<file path="config.mk">
export PLATFORM = sky130hd
export DESIGN_NAME = product_vector_reducer_flat
export DESIGN_NICKNAME = d
export VERILOG_FILES = /design/src/rtl/product_vector_reducer_if.sv /design/src/rtl/product_vector_reducer.sv /design/src/flat_wrapper.sv
export SDC_FILE = /design/constraint.sdc
export NUM_CORES = 1
export LEC_CHECK = 0
export ABC_AREA = 1
export BUFFER_PORTS_ARGS = -buffer_cell sky130_fd_sc_hd__buf_2
export CAP_MARGIN = 15
export CORE_ASPECT_RATIO = 1.75
export CORE_UTILIZATION = 30
export DETAILED_ROUTE_END_ITERATION = 8
export PLACE_DENSITY = 0.45
export SKIP_CTS_REPAIR_TIMING = 1
export SLEW_MARGIN = 0
export SYNTH_ARGS = -nofsm -noshare
export SYNTH_HDL_FRONTEND = slang
export SYNTH_SLANG_ARGS = --single-unit
</file>
<file path="constraint.sdc">
create_clock -name clk -period 16.7 [get_ports clk]
set_input_delay 1.67 -clock clk [delete_from_list [all_inputs] [get_ports clk]]
set_output_delay 1.67 -clock clk [all_outputs]
set_load 0.02 [all_outputs]
</file>
<file path="src/rtl/product_vector_reducer_if.sv">
// Handshake bundle between the dual-lane multiplier, the product reducer and the next stage.
interface product_vector_reducer_if #(
   parameter int N     = 8,
   parameter int PW    = 2 * N,
   parameter int OUT_W = 2 * N + $clog2(N)
);
   logic              in_valid;
   logic              in_ready;
   logic [N*PW-1:0]   prod_ab;
   logic [N*PW-1:0]   prod_cd;
   logic              out_valid;
   logic              out_ready;
   logic [OUT_W-1:0]  dot_ab;
   logic [OUT_W-1:0]  dot_cd;
   logic              sat_ab;
   logic              sat_cd;

   modport master (
      output in_valid, prod_ab, prod_cd, out_ready,
      input  in_ready, out_valid, dot_ab, dot_cd, sat_ab, sat_cd
   );

   modport slave (
      input  in_valid, prod_ab, prod_cd, out_ready,
      output in_ready, out_valid, dot_ab, dot_cd, sat_ab, sat_cd
   );
endinterface

</file>
<file path="src/rtl/product_vector_reducer.sv">
// Sums N products per lane (ab, cd) one element per clock and hands both dot products downstream.
// Optional saturating accumulation is enabled by defining PRODUCT_REDUCER_SAT_EN.
module product_vector_reducer #(
   parameter int N     = 8,
   parameter int PW    = 2 * N,
   parameter int OUT_W = 2 * N + $clog2(N)
) (
   input  logic                       clk,
   input  logic                       rst,
   product_vector_reducer_if.slave    bus,
   output logic                       busy
);
   localparam int IW = (N > 1) ? $clog2(N) : 1;

   typedef enum logic [1:0] {IDLE, ACCUM, DONE} state_t;

   state_t            state_q, state_d;
   logic [IW-1:0]     idx;
   logic [PW-1:0]     ab_q [N];
   logic [PW-1:0]     cd_q [N];
   logic [OUT_W-1:0]  acc_ab, acc_cd;
   logic [OUT_W-1:0]  nxt_ab, nxt_cd;
   logic              in_ready, out_valid;
   logic              accept, last;

   assign accept = bus.in_valid && in_ready;
   assign last   = (idx == IW'(N - 1));

   always_comb begin
      state_d   = state_q;
      in_ready  = 1'b0;
      out_valid = 1'b0;
      case (state_q)
         IDLE: begin
            in_ready = 1'b1;
            if (bus.in_valid) state_d = ACCUM;
         end
         ACCUM: begin
            if (last) state_d = DONE;
         end
         DONE: begin
            out_valid = 1'b1;
            if (bus.out_ready) state_d = IDLE;
         end
         default: state_d = IDLE;
      endcase
   end

   always_ff @(posedge clk) begin
      if (rst) begin
         state_q <= IDLE;
         idx     <= '0;
         acc_ab  <= '0;
         acc_cd  <= '0;
      end else begin
         state_q <= state_d;
         if (state_q == IDLE && accept) begin
            for (int unsigned i = 0; i < N; i++) begin
               ab_q[i] <= bus.prod_ab[i*PW +: PW];
               cd_q[i] <= bus.prod_cd[i*PW +: PW];
            end
            acc_ab <= '0;
            acc_cd <= '0;
            idx    <= '0;
         end else if (state_q == ACCUM) begin
            acc_ab <= nxt_ab;
            acc_cd <= nxt_cd;
            idx    <= idx + 1'b1;
         end
      end
   end

`ifdef PRODUCT_REDUCER_SAT_EN
   logic [OUT_W:0] sum_ab, sum_cd;
   logic           sat_ab_q, sat_cd_q;
   logic           nxt_sat_ab, nxt_sat_cd;

   // Once a lane has clamped it stays pinned at full scale for the rest of the vector.
   always_comb begin
      sum_ab     = {1'b0, acc_ab} + (OUT_W+1)'(ab_q[idx]);
      sum_cd     = {1'b0, acc_cd} + (OUT_W+1)'(cd_q[idx]);
      nxt_sat_ab = sum_ab[OUT_W] || sat_ab_q;
      nxt_sat_cd = sum_cd[OUT_W] || sat_cd_q;
      nxt_ab     = nxt_sat_ab ? '1 : sum_ab[OUT_W-1:0];
      nxt_cd     = nxt_sat_cd ? '1 : sum_cd[OUT_W-1:0];
   end

   always_ff @(posedge clk) begin
      if (rst || (state_q == IDLE && accept)) begin
         sat_ab_q <= 1'b0;
         sat_cd_q <= 1'b0;
      end else if (state_q == ACCUM) begin
         sat_ab_q <= nxt_sat_ab;
         sat_cd_q <= nxt_sat_cd;
      end
   end

   assign bus.sat_ab = sat_ab_q;
   assign bus.sat_cd = sat_cd_q;
`else
   always_comb begin
      nxt_ab = acc_ab + OUT_W'(ab_q[idx]);
      nxt_cd = acc_cd + OUT_W'(cd_q[idx]);
   end

   assign bus.sat_ab = 1'b0;
   assign bus.sat_cd = 1'b0;
`endif

   assign bus.in_ready  = in_ready;
   assign bus.out_valid = out_valid;
   assign bus.dot_ab    = acc_ab;
   assign bus.dot_cd    = acc_cd;
   assign busy          = (state_q != IDLE);
endmodule

</file>
<file path="src/flat_wrapper.sv">
// flat-port wrapper written by rule: the top's interface ports become plain ports
module product_vector_reducer_flat 
#(
   parameter int N     = 8,
   parameter int PW    = 2 * N,
   parameter int OUT_W = 2 * N + $clog2(N)
)
  (clk, rst, busy, bus_in_valid, bus_prod_ab, bus_prod_cd, bus_out_ready, bus_in_ready, bus_out_valid, bus_dot_ab, bus_dot_cd, bus_sat_ab, bus_sat_cd);
  product_vector_reducer_if #(.N(N), .PW(PW), .OUT_W(OUT_W)) bus_i ();
  input  logic clk;
  input  logic rst;
  output logic busy;
  input wire logic [$bits(bus_i.in_valid)-1:0] bus_in_valid;
  input wire logic [$bits(bus_i.prod_ab)-1:0] bus_prod_ab;
  input wire logic [$bits(bus_i.prod_cd)-1:0] bus_prod_cd;
  input wire logic [$bits(bus_i.out_ready)-1:0] bus_out_ready;
  output wire logic [$bits(bus_i.in_ready)-1:0] bus_in_ready;
  output wire logic [$bits(bus_i.out_valid)-1:0] bus_out_valid;
  output wire logic [$bits(bus_i.dot_ab)-1:0] bus_dot_ab;
  output wire logic [$bits(bus_i.dot_cd)-1:0] bus_dot_cd;
  output wire logic [$bits(bus_i.sat_ab)-1:0] bus_sat_ab;
  output wire logic [$bits(bus_i.sat_cd)-1:0] bus_sat_cd;
  assign bus_i.in_valid = bus_in_valid;
  assign bus_i.prod_ab = bus_prod_ab;
  assign bus_i.prod_cd = bus_prod_cd;
  assign bus_i.out_ready = bus_out_ready;
  assign bus_in_ready = bus_i.in_ready;
  assign bus_out_valid = bus_i.out_valid;
  assign bus_dot_ab = bus_i.dot_ab;
  assign bus_dot_cd = bus_i.dot_cd;
  assign bus_sat_ab = bus_i.sat_ab;
  assign bus_sat_cd = bus_i.sat_cd;
  product_vector_reducer #(.N(N), .PW(PW), .OUT_W(OUT_W)) u_core (.clk(clk), .rst(rst), .bus(bus_i), .busy(busy));
endmodule
</file>
Yosys cells after proc, flatten, opt, wreduce, memory -nomap -nowiden
Memory sizes are Yosys's and may differ from the RTL's. A register that Yosys moved wholly into a read port is not among the register bits.
Cells that the tools add are included.
{"block": "totals", "in_bits": 260, "n_memories": 2, "mem_bits_rw": 256, "ff_bits": 43}
{"block": "op_classes", "mux": 13, "addsub": 3, "reduce_logical": 6, "eq_ne": 6}
{"memory": "u_core.ab_q", "depth": 8, "width": 16, "read_ports": 1, "rd_ports_with_merged_regs": 1, "wr": 8, "line": "product_vector_reducer.sv:19", "text": "logic [PW-1:0] ab_q [N];"}
{"memory": "u_core.cd_q", "depth": 8, "width": 16, "read_ports": 1, "rd_ports_with_merged_regs": 1, "wr": 8, "line": "product_vector_reducer.sv:20", "text": "logic [PW-1:0] cd_q [N];"}
{"op": "$add 19x16->19", "n": 2}
{"op": "$mux 3", "n": 4}
{"op": "$mux 2", "n": 3}
{"op": "$pmux 2 s3", "n": 1}
{"op": "$mux 1", "n": 5}
{"op": "$ne 2x2->1 const B", "n": 2}
{"op": "$add 3x1->3 const B", "n": 1}
{"op": "$eq 3x3->1 const B", "n": 1}
{"op": "$reduce_and 3->1", "n": 1}
{"op": "$eq 2x1->1 const B", "n": 1}
{"op": "$eq 2x2->1 const B", "n": 1}
{"op": "$logic_and 1x1->1", "n": 2}
{"op": "$logic_not 2->1", "n": 1}
{"op": "$ne 2x1->1 const B", "n": 1}
{"op": "$reduce_bool 2->1", "n": 1}
{"op": "$reduce_or 2->1", "n": 1}

Logic depth before layout (Yosys ltp)
Gate-level depths: netlist of run 1.
{"block": "depth", "word_depth": 7, "depth_mapped": 22}

Worst setup path after synthesis of run 1
No wires, ideal clock.
{"block": "synth_timing", "path_kind": "input to register", "from": "input bus_in_valid", "to": "memory u_core.ab_q[0][0] (netlist name), enable pin", "required_ns": 15.821, "setup_slack_ns": 3.449, "stages": 2, "n_path_buf": 0, "t_arrival_ns": 12.372, "path_cell_list": "nand2_1 > nor2_1"}
{"element": "start, declared", "line": "flat_wrapper.sv:13", "text": "input wire logic [$bits(bus_i.in_valid)-1:0] bus_in_valid;"}
{"element": "end, declared", "line": "product_vector_reducer.sv:19"}

==> out/results.ini, run 1 <==
[synthesis]
ys_ff_latch=302
synth.avg_cell_area_um2=10.10
ys_seq_area_share_pct=62.99
synth_cells=1353
synth_fa_ha_area_share_pct=3.406
synth_top_family_by_area=simple AND/OR/NAND/NOR gates
yosys-top-cells-area=edfxtp_1 (56%), nor2_1 (8.3%), dfxtp_1 (6.7%), nand2_1 (5.3%), o21ai_0 (4.9%)
synth_xor_area_share_pct=0.8332
synth_top_area_cell=edfxtp_1
synth_top_area_share_pct=56.25
yosys.area_share.simple_pct=17.14
synthMuxAreaShare_pct=0
synth_compound_area_share_pct=10.21
syn_area_um2=13670
synth_cell_types=35
synth_warnings=0

[drt]
drtIter0Drc=523
vias_per_cell=4.618
dr.pass1.iters=4
ant_nets=0
num_vias=10370
avgRoutedWirePerCell_um=18.29
totalWireLength_um=41080
drc=0

[floorplan]
die_h_um=284.3
ioPinCount=303
core_um2=44980
initial_core_util_pct=30.38
rows=103
die-area_um2=46440
fp.dieW_um=163.3

[hold_path]
hold_start=u_core.bus.dot_cd[0]
hold_path_class=flip-flop to flip-flop
holdPathStages=2

[timing]
fin_crit_sh_pct=25.75
finalSetupTns_ns=0
max_freq_mhz=232.5
maxSlewHeadroom_pct=24.71
clock-skew-final_ns=0.01121
rsz0062_at_grt=false
hold_ws_ns=0.4906
fin_crit_ns=4.301
worstMarginPinSlew_ns=1.129
hold_violations=0
setup_viol=0
maxSlewViolCount=0

[run_status]
status=complete, no violations

[critical_path]
cp_slowest_stage_delay_ns=0.65
rr_worst_depth=19
worst-path-buf-inv=5
cp.depth=19
critPathLaunchType=flip-flop
arrival_ns=4.77
path_class=flip-flop to flip-flop
crit_chain=inv_4, buf_4, o21ai_0, o22ai_1, nor2_1, a31oi_1, ha_1, inv_1, fa_1, inv_1, nand3_1, nand3_1, nand2_1, nand2_1, nand2_1, nand3_1, nand3_1, nand2_1, inv_1
required_ns=17.17
slowest_stage=inv_4
cpLargestDelayFamily=buffers and inverters
crit_fanout=71
cp-end-kind=flip-flop

[global_route]
grt_pass1_wl_um=60950
grt_pass1_vias=10380
grt_max_degree=172
grt_overflow=0
antenna_found_initial=22
grt_usage_pct=17.65

[clock_tree]
cts_root_buffer=clkbuf_16
cts-buffers-inserted=30
clkLatencyLatePin_ns=0.56
cts_tree=yes
clk_path_buf_depth=3
clock_sinks=302
htree_levels=1
clkTransAtPathRegs_ns=0.07

[power_and_ir_drop]
pwr-share-seq_pct=48.0
leakage_uw=0.007050
clkPwrFrac_pct=40.1
p_int_uw=1367
switchingPower_uw=451.5
pwr_density_cell_nw_per_um2=108.7
p_sw_share_pct=24.83
irDropWorstVdd_mv=0.08624
pwr-share-comb_pct=11.9

[final_layout]
num-nets-final=1929
final_common_cell=nor2_1
layout-drive-gt1-share_pct=24.14
fillerInstances=4497
area_growth_pct=22.42
multi_input_area_um2=4332
regArea_um2=8613
final_cell_mix=nor2_1 (301), buf_2 (300), edfxtp_1 (256), nand2_1 (192), o21ai_0 (133)

[placed_design]
dpl.hpwl_um=29120
place_congestion=0.8498
port_buffers=300

[run]
max_cap_viol_count=0

## area by class of cell
class	instances	area share, %
sequential	302	51.48
multi-input combinational	891	25.89
timing repair buffer	308	9.408
clock buffer	44	5.564
tap	577	4.315
inverter	100	2.259
clock inverter	12	0.8975
antenna	12	0.1795
## synth_stat cells (all sizes together)
master	number
or2	3
nor2	323
nand2	194
nor3	9
conb	1
clkbuf	20
o22ai	33
ha	34
xor2	9
xnor2	4
nand3	54
inv	100
a31oi	31
o21ai	150
o21bai	1
fa	2
o211ai	3
dfxtp	46
buf	41
edfxtp	256
a21oi	39
## worst reg2reg max path, stage by stage, from the launching register on
cell	delay, ns
dfxtp_4	0.54
inv_4	0.71
buf_4	0.68
o21ai_0	0.18
o22ai_1	0.16
nor2_1	0.06
a31oi_1	0.27
ha_1	0.28
inv_1	0.08
fa_1	0.42
inv_1	0.09
nand3_1	0.07
nand3_1	0.14
nand2_1	0.07
nand2_1	0.13
nand2_1	0.09
nand3_1	0.07
nand3_1	0.07
nand2_1	0.07
inv_1	0.03
## path summary, 6_finish.rpt
kind / end / slack, ns
max: u_core.bus.dot_ab[12] / 12.40
min reg2reg: u_core.bus.dot_cd[0] / 0.49
min: u_core.bus.dot_cd[0] / 0.49
max reg2reg: u_core.bus.dot_ab[12] / 12.40
## routing by layer
metal / global-route usage (%) / vias up / share of wire [%]
met5: 0 / - / 0.19
met4: 7.266 / 12 / 2.9
met3: 3.590 / 69 / 5.1
met2: 31.93 / 254 / 53
met1: 19.76 / 4837 / 39
li1: - / 5201 / -
## per-stage QoR
stage | power (uW) | utilization, % | setup slack [ns] | std cells | instance area (um^2)
global placement | 1108 | 34.73 | 12.43 | 2178 | 15620
finish | 1818 | 37.20 | 12.40 | 2246 | 16730
CTS | 1845 | 37.13 | 12.36 | 2234 | 16700
global route | 1896 | 37.20 | 11.97 | 2246 | 16730
floorplan | 1038 | - | 3.449 | 1354 | 13670
detailed placement | 1110 | 34.73 | 12.38 | 2178 | 15620
## sequential cells by signal, indices dropped and copies added (netlist names), named ones only
name	count
u_core.idx	3
u_core.state_q	2
u_core.cd_q	128
u_core.ab_q	128
u_core.bus.dot_cd	19
u_core.bus.dot_ab	19
## power by group through the flow
| stage | combinational (uW) | sequential, uW | clock [uW] |
|---|---|---|---|
| floorplan | 137 | 901 | 0 |
| global placement | 218 | 890 | 0 |
| detailed placement | 220 | 890 | 0 |
| CTS | 220 | 874 | 751 |
| global route | 245 | 877 | 775 |
| finish | 216 | 873 | 729 |
## kinds of logic (layout without fill, tap and decap cells)
group,count (synthesis),after routing
flip-flops,302,302
other,1,14
AND/OR/NAND/NOR,583,583
adder cells (fa/ha/maj),36,36
buffers and inverters,161,464
XOR/XNOR,13,13
AO/OA/AOI/OAI,257,257
Note: power is estimated with default switching activity, not from simulation.
==> inputs of run 2 (changes only) <==
--- a/config.mk
+++ b/config.mk
@@ -5,13 +5,13 @@
 export SDC_FILE = /design/constraint.sdc
 export NUM_CORES = 1
 export LEC_CHECK = 0
-export ABC_AREA = 1
+export ABC_AREA = 0
 export BUFFER_PORTS_ARGS = -buffer_cell sky130_fd_sc_hd__buf_2
 export CAP_MARGIN = 15
 export CORE_ASPECT_RATIO = 1.75
 export CORE_UTILIZATION = 30
 export DETAILED_ROUTE_END_ITERATION = 8
-export PLACE_DENSITY = 0.45
+export PLACE_DENSITY = 0.47
 export SKIP_CTS_REPAIR_TIMING = 1
 export SLEW_MARGIN = 0
 export SYNTH_ARGS = -nofsm -noshare
==> constraint.sdc (replaced) <==
create_clock -name clk -period 3.9 [get_ports clk]
set_input_delay 0.39 -clock clk [delete_from_list [all_inputs] [get_ports clk]]
set_output_delay 0.39 -clock clk [all_outputs]
set_load 0.02 [all_outputs]
==> run 2 against run 1 <==
  * Critical path depth is 8 lower
  * Largest power group unchanged
  * Sequential share of layout area is 1.1 points higher
  * Register-to-register slack worse by 12 ns
  * Worst setup slack worse by 12 ns
  * Critical endpoint is now u_core.bus.dot_cd[17]
==> out/results.ini, run 2 <==
[run_status]
status=complete, no violations

[floorplan]
rows=100
ioPinCount=303
initial_core_util_pct=30.48
core_um2=42540
fp.dieW_um=159.1
die_h_um=277.0
die-area_um2=44080

[hold_path]
holdPathStages=1
hold_path_class=input port to flip-flop

[clock_tree]
clock_sinks=302
clkLatencyLatePin_ns=0.53
cts-buffers-inserted=34
cts_tree=yes
clkTransAtPathRegs_ns=0.07
clk_path_buf_depth=3
htree_levels=2
cts_root_buffer=clkbuf_16

[timing]
max_freq_mhz=283.9
setup_viol=0
maxSlewHeadroom_pct=39.22
worstMarginPinSlew_ns=0.9118
fin_crit_ns=3.522
setup_slack_ns=0.3782
finalSetupTns_ns=0
rsz0062_at_grt=false
clock-skew-final_ns=0.02122
maxSlewViolCount=0
hold_violations=0
fin_crit_sh_pct=90.30
hold_ws_ns=0.03450

[final_layout]
fillerInstances=4092
utilization_pct=38.50
final_cells=1718
final_common_cell=buf_2
num-nets-final=1422
area_growth_pct=26.34
final_cell_mix=buf_2 (300), edfxtp_1 (256), mux4_2 (64), nand2_1 (57), a21oi_1 (46)
reg_top3=u_core.ab_q: 128 flops, u_core.cd_q: 128 flops
layout-drive-gt1-share_pct=42.19

[critical_path]
crit_fanout=15
rr_worst_depth=11
path_class=flip-flop to flip-flop
critPathLaunchType=flip-flop
required_ns=4.36
arrival_ns=3.98
cp-end-kind=flip-flop

[drt]
avgRoutedWirePerCell_um=20.41
drtIter0Drc=420
totalWireLength_um=35060
num_vias=8039
ant_nets=0
drc=0
dr.pass1.iters=7
vias_per_cell=4.679

[placed_design]
place_congestion=0.7736
dpl.hpwl_um=25840
port_buffers=300
dpl_worst_slack_ns=0.3674
place_inst=1651

[global_route]
grt_pass1_vias=8965
antenna_found_initial=6
grt_overflow=0
grt_max_degree=130
grt_pass1_wl_um=53230
grt_usage_pct=16.15

[synthesis]
synth_warnings=0
synth_cells=810
synth_commonest_cells=edfxtp_1 (256), mux4_2 (64), nand2_1 (58)
synthArstFlopShare_pct=0
ys_seq_area_share_pct=66.40
yosysMostFrequentCell=edfxtp_1
syn_area_um2=12960
synth_edf_count=256
synth_ff_type=edfxtp_1
ys_ff_latch=302
synth.avg_cell_area_um2=16.01
yosys-top-cells-area=edfxtp_1 (59%), mux4_2 (11%), dfxtp_1 (7.1%), ha_1 (3.3%), mux2_2 (2.7%)
synth_top_area_share_pct=59.29
synth_cell_types=59
synth_top_area_cell=edfxtp_1

[run]
max_cap_viol_count=0

[power_and_ir_drop]
irDropWorstVdd_mv=0.3762
pwr_density_cell_nw_per_um2=469.4
leakage_uw=0.006093

[run 2: cells by family (layout without fill, tap and decap cells)]
group	count (synthesis)	after routing	synth area share [%]
simple gates	164	164	6.022
fa+ha+maj	36	36	3.590
other cells	1	7	0.02892
compound gates	134	134	6.717
buf+inv	56	397	1.872
xor+xnor	14	14	0.9457
mux	103	103	14.43
flops	302	302	66.40
[run 2: final timing paths]
path                                 startpoint                    end  slack [ns]
worst min-delay path            bus_prod_cd[29]     u_core.cd_q[1][13]        0.03
worst min register to register    u_core.idx[1]              flip-flop        0.46
worst max register to register        flip-flop  u_core.bus.dot_cd[17]        0.38
worst max-delay path                  flip-flop  u_core.bus.dot_cd[17]        0.38
[run 2: per-layer routing]
| metal | track usage, % | share of wire [%] | up-vias |
|---|---|---|---|
| met5 | 0 | 0.037 | - |
| met4 | 5.745 | 2.6 | 2 |
| met3 | 3.744 | 5.2 | 46 |
| met2 | 31.78 | 57 | 228 |
| met1 | 16.20 | 35 | 3906 |
| li1 | - | - | 3857 |
[run 2: cell type report]
type                       count  area (um^2)  area share, %
antenna                        5        12.51        0.07639
clock buffer                  48         1007          6.149
clock inverter                14        108.9         0.6646
inverter                      14        52.55         0.3208
multi-input combinational    453         4144          25.30
sequential                   302         8618          52.62
tap                          561        701.9          4.285
timing repair buffer         321         1734          10.59
[run 2: metrics by stage]
stage / area, um^2 / power [uW]
after global routing: 16380 / 8009
after detailed placement: 15250 / 4584
after global placement: 15250 / 4577
after floorplan: 12990 / 4263
final: 16380 / 7689
after CTS: 16370 / 7828
[run 2: where the power goes]
part           switching (uW)  internal, uW  total, uW
registers                51.0          3650       3700
clock network            1310          1880       3190
logic                     436           360        796
[run 2: worst max-delay path, cell delays in order (launching register included)]
cell and delay (ns):
dfxtp_4 0.44, buf_12 0.21, buf_4 0.19, mux4_2 0.51
mux2_2 0.29, ha_1 0.34, a2111oi_0 0.46, o21ai_1 0.25
a21boi_2 0.25, o21bai_1 0.11, a21oi_1 0.20, mux2i_1 0.19
